[config.mk]
export PLATFORM = sky130hd
export DESIGN_NAME = arcade_input_ctrl
export DESIGN_NICKNAME = d
export VERILOG_FILES = /design/src/rtl/arcade_input_ctrl.sv
export SDC_FILE = /design/constraint.sdc
export NUM_CORES = 1
export LEC_CHECK = 0
export ABC_CLOCK_PERIOD_IN_PS = 2500
export CORE_ASPECT_RATIO = 0.75
export CORE_MARGIN = 1
export CORE_UTILIZATION = 52
export DETAILED_ROUTE_END_ITERATION = 8
export PLACE_DENSITY_LB_ADDON = 0.08
export REMOVE_ABC_BUFFERS = 1
export SETUP_SLACK_MARGIN = 0.3
export SKIP_CTS_REPAIR_TIMING = 1
export SLEW_MARGIN = 15
export SYNTH_ARGS = -nofsm -noshare
export SYNTH_HDL_FRONTEND = slang
export SYNTH_SLANG_ARGS = --single-unit
[constraint.sdc]
create_clock -name clk_sys -period 2.5 [get_ports clk_sys]
set_input_delay 0.375 -clock clk_sys [delete_from_list [all_inputs] [get_ports clk_sys]]
set_output_delay 0.375 -clock clk_sys [all_outputs]
set_load 0.005 [all_outputs]
[src/rtl/arcade_input_ctrl.sv]
// arcade_input_ctrl: merges PS/2 keyboard events and two joysticks into
// registered arcade controls and generates a fixed-length coin pulse.
// Optional feature macro: ARCADE_INPUT_ROTATE_EN enables the direction
// remap for horizontally rotated cabinets. Without it, the rotate input
// is ignored and directions pass straight through.
// The coin FSM state is exposed on coin_state for observation.
module arcade_input_ctrl #(
  parameter int unsigned COIN_PULSE_LEN = 600000
) (
  input  logic        clk_sys,
  input  logic        reset_n,
  input  logic [10:0] ps2_key,
  input  logic [15:0] joy_0,
  input  logic [15:0] joy_1,
  input  logic        rotate,
  output logic        p1_up,
  output logic        p1_down,
  output logic        p1_left,
  output logic        p1_right,
  output logic        p1_fire,
  output logic        p2_up,
  output logic        p2_down,
  output logic        p2_left,
  output logic        p2_right,
  output logic        p2_fire,
  output logic        start1,
  output logic        start2,
  output logic        test,
  output logic        coin,
  output logic [1:0]  coin_state
);

  // Key latch indices. Codes that share a function share one latch,
  // so the latch follows the most recent event on either code.
  localparam int K_UP     = 0;
  localparam int K_DOWN   = 1;
  localparam int K_LEFT   = 2;
  localparam int K_RIGHT  = 3;
  localparam int K_FIRE   = 4;
  localparam int K_START1 = 5;
  localparam int K_START2 = 6;
  localparam int K_COIN1  = 7;
  localparam int K_COIN2  = 8;
  localparam int K_P2UP   = 9;
  localparam int K_P2DOWN = 10;
  localparam int K_P2LEFT = 11;
  localparam int K_P2RGHT = 12;
  localparam int K_P2FIRE = 13;
  localparam int K_TEST   = 14;
  localparam int NKEYS    = 15;

  localparam logic [23:0] PULSE_LAST = 24'(COIN_PULSE_LEN - 1);

  typedef enum logic [1:0] {
    IDLE  = 2'd0,
    PULSE = 2'd1,
    HOLD  = 2'd2
  } coin_st_t;

  logic [1:0]       rst_sync;
  logic             rst_int_n;
  logic             strobe_q;
  logic             armed;
  logic             key_event;
  logic [NKEYS-1:0] key_latch;
  logic [NKEYS-1:0] key_nxt;

  logic raw1_up, raw1_down, raw1_left, raw1_right;
  logic raw2_up, raw2_down, raw2_left, raw2_right;
  logic d1_up, d1_down, d1_left, d1_right;
  logic d2_up, d2_down, d2_left, d2_right;
  logic fire1_d, fire2_d, start1_d, start2_d, test_d;
  logic coin_req;

  coin_st_t    state;
  logic [23:0] count;

  // Assert asynchronously, release two clocks after reset_n rises.
  always_ff @(posedge clk_sys or negedge reset_n) begin
    if (!reset_n) rst_sync <= 2'b00;
    else          rst_sync <= {rst_sync[0], 1'b1};
  end

  assign rst_int_n = rst_sync[1];

  // Strobe copy; the first cycle after release only loads it (armed=0),
  // so a strobe level held through reset is never taken as an event.
  always_ff @(posedge clk_sys or negedge rst_int_n) begin
    if (!rst_int_n) begin
      strobe_q <= 1'b0;
      armed    <= 1'b0;
    end else begin
      strobe_q <= ps2_key[10];
      armed    <= 1'b1;
    end
  end

  assign key_event = armed & (ps2_key[10] ^ strobe_q);

  // Decode this cycle's key event into the next latch image (extended bit ignored).
  always_comb begin
    key_nxt = key_latch;
    if (key_event) begin
      case (ps2_key[7:0])
        8'h75:        key_nxt[K_UP]     = ps2_key[9];
        8'h72:        key_nxt[K_DOWN]   = ps2_key[9];
        8'h6B:        key_nxt[K_LEFT]   = ps2_key[9];
        8'h74:        key_nxt[K_RIGHT]  = ps2_key[9];
        8'h29, 8'h14: key_nxt[K_FIRE]   = ps2_key[9];
        8'h05, 8'h16: key_nxt[K_START1] = ps2_key[9];
        8'h06, 8'h1E: key_nxt[K_START2] = ps2_key[9];
        8'h2E:        key_nxt[K_COIN1]  = ps2_key[9];
        8'h36:        key_nxt[K_COIN2]  = ps2_key[9];
        8'h2D:        key_nxt[K_P2UP]   = ps2_key[9];
        8'h2B:        key_nxt[K_P2DOWN] = ps2_key[9];
        8'h23:        key_nxt[K_P2LEFT] = ps2_key[9];
        8'h34:        key_nxt[K_P2RGHT] = ps2_key[9];
        8'h1C:        key_nxt[K_P2FIRE] = ps2_key[9];
        8'h2C:        key_nxt[K_TEST]   = ps2_key[9];
        default:      key_nxt           = key_latch;
      endcase
    end
  end

  // Key latch storage.
  always_ff @(posedge clk_sys or negedge rst_int_n) begin
    if (!rst_int_n) key_latch <= '0;
    else            key_latch <= key_nxt;
  end

  // Raw controls: keyboard latch (next image) OR joystick bit.
  always_comb begin
    raw1_up    = key_nxt[K_UP]     | joy_0[3];
    raw1_down  = key_nxt[K_DOWN]   | joy_0[2];
    raw1_left  = key_nxt[K_LEFT]   | joy_0[1];
    raw1_right = key_nxt[K_RIGHT]  | joy_0[0];
    raw2_up    = key_nxt[K_P2UP]   | joy_1[3];
    raw2_down  = key_nxt[K_P2DOWN] | joy_1[2];
    raw2_left  = key_nxt[K_P2LEFT] | joy_1[1];
    raw2_right = key_nxt[K_P2RGHT] | joy_1[0];
    fire1_d    = key_nxt[K_FIRE]   | joy_0[4];
    fire2_d    = key_nxt[K_P2FIRE] | joy_1[4];
    start1_d   = key_nxt[K_START1] | joy_0[5] | joy_1[5];
    start2_d   = key_nxt[K_START2] | joy_0[6] | joy_1[6];
    test_d     = key_nxt[K_TEST];
  end

`ifdef ARCADE_INPUT_ROTATE_EN
  // Rotated cabinet: the stick is turned a quarter, so remap per player.
  always_comb begin
    if (rotate) begin
      d1_up = raw1_left;  d1_down = raw1_right; d1_left = raw1_down; d1_right = raw1_up;
      d2_up = raw2_left;  d2_down = raw2_right; d2_left = raw2_down; d2_right = raw2_up;
    end else begin
      d1_up = raw1_up;    d1_down = raw1_down;  d1_left = raw1_left; d1_right = raw1_right;
      d2_up = raw2_up;    d2_down = raw2_down;  d2_left = raw2_left; d2_right = raw2_right;
    end
  end
`else
  // Directions pass straight through; rotate has no effect in this build.
  always_comb begin
    d1_up = raw1_up;    d1_down = raw1_down;  d1_left = raw1_left; d1_right = raw1_right;
    d2_up = raw2_up;    d2_down = raw2_down;  d2_left = raw2_left; d2_right = raw2_right;
  end

  logic unused_rotate;
  assign unused_rotate = rotate;
`endif

  // Bits of the inputs that carry no function here.
  logic unused_bits;
  assign unused_bits = ^{ps2_key[8], joy_0[15:7], joy_1[15:7]};

  // Coin request uses the pre-register terms so it reacts in the same cycle.
  assign coin_req = key_nxt[K_COIN1] | key_nxt[K_COIN2] | start1_d | start2_d;

  // Registered control outputs.
  always_ff @(posedge clk_sys or negedge rst_int_n) begin
    if (!rst_int_n) begin
      p1_up    <= 1'b0;
      p1_down  <= 1'b0;
      p1_left  <= 1'b0;
      p1_right <= 1'b0;
      p1_fire  <= 1'b0;
      p2_up    <= 1'b0;
      p2_down  <= 1'b0;
      p2_left  <= 1'b0;
      p2_right <= 1'b0;
      p2_fire  <= 1'b0;
      start1   <= 1'b0;
      start2   <= 1'b0;
      test     <= 1'b0;
    end else begin
      p1_up    <= d1_up;
      p1_down  <= d1_down;
      p1_left  <= d1_left;
      p1_right <= d1_right;
      p1_fire  <= fire1_d;
      p2_up    <= d2_up;
      p2_down  <= d2_down;
      p2_left  <= d2_left;
      p2_right <= d2_right;
      p2_fire  <= fire2_d;
      start1   <= start1_d;
      start2   <= start2_d;
      test     <= test_d;
    end
  end

  // Coin FSM: one full-length pulse per request; HOLD waits for the
  // request to drop so a held button cannot retrigger.
  always_ff @(posedge clk_sys or negedge rst_int_n) begin
    if (!rst_int_n) begin
      state <= IDLE;
      count <= '0;
      coin  <= 1'b0;
    end else begin
      case (state)
        IDLE: begin
          if (coin_req) begin
            state <= PULSE;
            coin  <= 1'b1;
            count <= PULSE_LAST;
          end
        end
        PULSE: begin
          if (count == 24'd0) begin
            state <= HOLD;
            coin  <= 1'b0;
          end else begin
            count <= count - 24'd1;
          end
        end
        HOLD: begin
          if (!coin_req) state <= IDLE;
        end
        default: begin
          state <= IDLE;
          coin  <= 1'b0;
          count <= '0;
        end
      endcase
    end
  end

  assign coin_state = state;

endmodule

# After elaboration in Yosys (flattened, before gate mapping)
# Cells that the tools add are included.
# W data, S select, Z words.
dict set report word_totals {
  ff_bits 59
  input_bits 46
  out_inout_bits 16
  elab_cells 99
}
dict set report classes {
  addsub 1
  n_eq_ne 24
  mux 26
  bitwise 20
  reduce_logical 8
}
# cell n
set ops {}
lappend ops {{$pmux W24 S3} 1}
lappend ops {{$eq A8 B6 Y1 const B} 8}
lappend ops {{$mux W24} 2}
lappend ops {{$eq A8 B5 Y1 const B} 4}
lappend ops {{$eq A8 B7 Y1 const B} 4}
lappend ops {{$logic_not A24 Y1} 1}
lappend ops {{$sub A24 B1 Y24 const B} 1}
lappend ops {{$mux W1} 17}
lappend ops {{$or A1 B1 Y1} 17}
lappend ops {{$eq A8 B3 Y1 const B} 2}
lappend ops {{$mux W15} 1}
lappend ops {{$reduce_and A3 Y1} 3}
lappend ops {{$ne A2 B2 Y1 const B} 4}
lappend ops {{$mux W2} 3}
lappend ops {{$pmux W2 S3} 1}
lappend ops {{$reduce_or A2 Y1} 3}
lappend ops {{$pmux W1 S3} 1}
lappend ops {{$eq A2 B1 Y1 const B} 1}
lappend ops {{$eq A2 B2 Y1 const B} 1}
lappend ops {{$logic_not A2 Y1} 1}
lappend ops {{$and A1 B1 Y1} 1}
lappend ops {{$not A1 Y1} 1}
lappend ops {{$xor A1 B1 Y1} 1}

# Logic depth before layout (Yosys ltp)
dict set report logic_depth {
  word_depth 10
  depth_mapped 9
  depth_no_buf 8
}

# Least setup slack after synthesis
# Ideal clock, no wire load.
dict set report synth_timing {
  kind {register to register}
  from {register count[6]}
  to {register count[21]}
  setup_time_ns 0.142
  t_arrival_ns 2.295
  required_time_ns 2.358
  slack_ns 0.062
  path_stages_with_launch 7
  path_buffers 0
  period_less_slack_ns 2.438
  cell_sequence {dfrtp_1 > or4_4 > or4_4 > o41a_4 > nand4_1 > xor2_1 > nor3_1}
}
dict set report synth_between {
  elab_chain_cells 3
  word_cells_on_any_way 6
  cone_classes {add/sub: 1; eq/ne: 1; mux: 2; reduce/logical: 2}
}
# element line
set synth_lines {}
lappend synth_lines {{from (decl)} 76} ;# logic [23:0] count;
lappend synth_lines {{from (signal assigned)} 231} ;# count <= count - 24'd1;
lappend synth_lines {{$sub A24 B1 Y24 / $logic_not A24 Y1 (equally long branches)} {231, 227}}
lappend synth_lines {{$mux W24 / $ne A2 B2 Y1 (equally long branches)} -}
lappend synth_lines {{$pmux W24 S3 / $reduce_and A3 Y1 (equally long branches)} -}
# Parallel ways exist; a longest one is shown, timed or not. The select of a mux whose other input is x is not followed.
# A chain may end at the register's enable or synchronous reset.

# Worst setup path after layout
dict set report layout_timing {
  from {register count[16]}
  to {register count[15]}
}
dict set report layout_between {
  elab_chain_cells 3
}
# element line
set layout_lines {}
lappend layout_lines {{$logic_not A24 Y1} 227} ;# if (count == 24'd0) begin
lappend layout_lines {{$ne A2 B2 Y1 (no source line)} -}
lappend layout_lines {{$reduce_and A3 Y1 (no source line)} -}
# Every way passes these cells.

==> flow_summary_export.csv <==
group,metric,value,unit
run_status,status,"complete, but fails checks",
run_status,violations,"negative setup slack",
route,ant_nets,0,
power_and_ir_drop,ir_drop,0.000584,V
clocking,cts.sinks,58,
route,top_layer,"met4",
yosys,synthMuxAreaShare,0.0399,
power_and_ir_drop,clkPwrFrac,0.306,
final_layout,antenna_cells,0,
worst_setup_path,path_max_fanout,4,
clocking,numCtsBuffers,9,
yosys,yosys.area.top_type,"dfrtp_1",
route,drt_iter0_drc,255,
timing,max_freq,397,MHz
grt,grt_start_max_net_pins,29,
timing,post-route-min-period,2.52,ns
clocking,cts_root_buf,"clkbuf_8",
power_and_ir_drop,powerDensity,710,mW/mm²
yosys,synth.cell_area,0.00307,mm²
timing,tns,-0.0215,ns
yosys,synth_area_leaders,"dfrtp_1, nor3_1, mux2_2",
flow_run,maxCapViolations,0,
yosys,synth_xor_xnor_area_share,0.0371,
min_path,hp-class,"primary input to async pin",
yosys,async_flop_share,1.00,
yosys,synth_compound_area_frac,0.163,
grt,grt_pass1_wl,13100,µm
route,first_pass_iters,5,
yosys,synth-main-ff-cell,"dfrtp_1",
place,dp_slack,-0.428,ns
floorplan,die_width,90.8,µm
grt,track_usage,0.280,
timing,max_slew_margin,0.583,
timing,fin_ws,-0.0215,ns
power_and_ir_drop,internal_power,2.14,mW
final_layout,layout.nets,444,
final_layout,area_delta_synth_final,46.1,%
worst_setup_path,start_kind,"register",
grt,grt_antenna_before_repair,0,
yosys,synth_cells,300,
worst_setup_path,worstSetupEndpointType,"register",
yosys,synth_top_family_by_area,"simple AND/OR/NAND/NOR gates",
floorplan,core_area,0.00553,mm²
yosys,ys_ff_latch,58,
route,wl_met2,3910,µm
yosys,synth_top_cell_area_share,0.472,
place,gp_congestion,0.913,
final_layout,drive_gt1_frac,0.349,
grt,grt_pass1_vias,2584,
floorplan,start_util,0.556,
power_and_ir_drop,p_sw_frac,0.328,
yosys,synth_common_cells,"dfrtp_1, nor3_1, nor2_1, inv_1, nand2_1",
timing,tightestPinTransition,0.626,ns
clocking,clk_latency,0.35,ns
yosys,synthDistinctLibCells,59,
worst_setup_path,cp.arrival,2.75,ns
clocking,clock_path_buffers,2,
timing,rsz0062_at_grt,"true",
yosys,yosysSeqAreaShare,0.472,
power_and_ir_drop,leakagePower,1.95,nW
timing,setup_violations,1,
yosys,synth_edf_count,0,
floorplan,dieHeight,68.6,µm
power_and_ir_drop,pwr-share-seq,0.399,
floorplan,die-area,0.00622,mm²
floorplan,io_pins,62,
yosys,yosysMostFrequentCell,"dfrtp_1",
grt,grt-ovfl-total,0,
route,routedWlPerCell,18.5,µm
yosys,yosys.area_share.adder,0.00814,
power_and_ir_drop,power,3.19,mW
timing,hold_violations,0,
final_layout,multi_input_area,0.00176,mm²
final_layout,fillers,350,
route,viasPerCell,6.00,
route,wl_met3,674,µm
timing,finClkSkew,0.00878,ns
route,vias,2855,
yosys,yosys_warnings,0,
worst_setup_path,required,2.73,ns
power_and_ir_drop,switching_power,1.05,mW
place,dpl.hpwl,5610,µm
worst_setup_path,critPathKind,"register to register",
floorplan,rows,23,
route,drt-met1-wl,4100,µm
power_and_ir_drop,p_comb_frac,0.295,
timing,fin_crit_sh,1.01,
clocking,h-tree-depth,3,
final_layout,ff_latch_area,0.00145,mm²
place,io_buffers,41,
yosys,syn_avg_cell_area,10.2,µm²
timing,maxSlewViolCount,0,
route,drt-total-wl,8780,µm
clocking,cts_tree,"built",
clocking,path_clk_slew,0.07,ns
route,drc,0,
yosys,synth-simple-area-share,0.238,
[layout by cell type (no fill, tap or decap), types with 4 or more instances in the layout]
master            n
nand2_1          12
a21oi_1           5
mux2_2            9
a21oi_2           4
dlymetal6s2s_1    9
o31a_1            5
nand3_1           9
a31oi_1           4
xnor2_1           7
or2_2            10
nor4_1            6
inv_1            14
buf_6             5
o21ai_0          10
o31ai_1           4
xor2_1            5
o211ai_1          6
or4_4             7
buf_4            47
nor3_1           22
dfrtp_1          57
nor2_1           16
clkbuf_8          9
clkdlybuf4s50_1  32
[cells by family (layout without fill, tap and decap cells)]
group / count (synthesis) / after routing
other cells: 1 / 2
simple gates: 124 / 124
flops: 58 / 58
compound gates: 64 / 64
buf+inv: 27 / 127
xor+xnor: 13 / 13
mux: 11 / 11
fa+ha+maj: 2 / 2
[worst paths after layout]
kind                       cells past startpoint          end   startpoint  slack [ns]
hold reg to reg                                0     count[5]  rst_sync[1]        0.28
setup reg to reg                               7    count[15]    count[16]       -0.02
max in group asynchronous                      1      p2_left  rst_sync[1]        1.57
setup / recovery                               7    count[15]    count[16]       -0.02
hold / removal                                 1  rst_sync[0]      reset_n        0.18
min in group clk_sys                           1     strobe_q  ps2_key[10]        0.18
[layer usage]
metal	up-vias	global-route usage
li1	1316	-
met1	1393	0.406
met2	135	0.415
met5	-	0
met3	11	0.0647
met4	0	0.101
[power by group through the flow]
stage / Combinational [mW] / Sequential [mW] / Clock, mW
after floorplan: 0.440 / 1.26 / 0
after global placement: 0.753 / 1.26 / 0
after detailed placement: 0.784 / 1.28 / 0
after CTS: 0.795 / 1.26 / 0.984
after global routing: 1.02 / 1.30 / 1.03
final: 0.938 / 1.27 / 0.976
[registers in the layout (all words and copies together) (netlist names)]
register,flops
p2_right,1
rst_sync,2
p1_down,1
coin_state,2
p2_down,1
p2_left,1
p1_left,1
start2,1
key_latch,15
p2_fire,1
count,24
p1_fire,1
coin,1
p2_up,1
start1,1
p1_right,1
p1_up,1
armed,1
strobe_q,1
[through the flow]
step / util / hold slack, ns / area, µm² / instances
finish: 0.813 / 0.180 / 4490 / 476
global route: 0.813 / 0.180 / 4490 / 476
CTS: 0.747 / 0.175 / 4130 / 470
detailed placement: 0.707 / 0.302 / 3910 / 454
global placement: 0.707 / 0.301 / 3910 / 454
floorplan: - / 0.0794 / 3010 / 289
[worst max-delay path, stage by stage, from the launching register on]
cell and delay (ns):
dfrtp_1 0.39, or4_4 0.54, or4_4 0.48, o41ai_4 0.39
buf_4 0.19, or4_4 0.12, xor2_1 0.21, nor3_1 0.08
[final cells by class]
type	instances	share of cell area
sequential	58	0.323
tap	75	0.0209
timing repair buffer	96	0.202
clock inverter	6	0.0203
inverter	15	0.0125
multi-input combinational	216	0.392
clock buffer	10	0.0284
No activity file was read; power rests on OpenSTA's default activity.
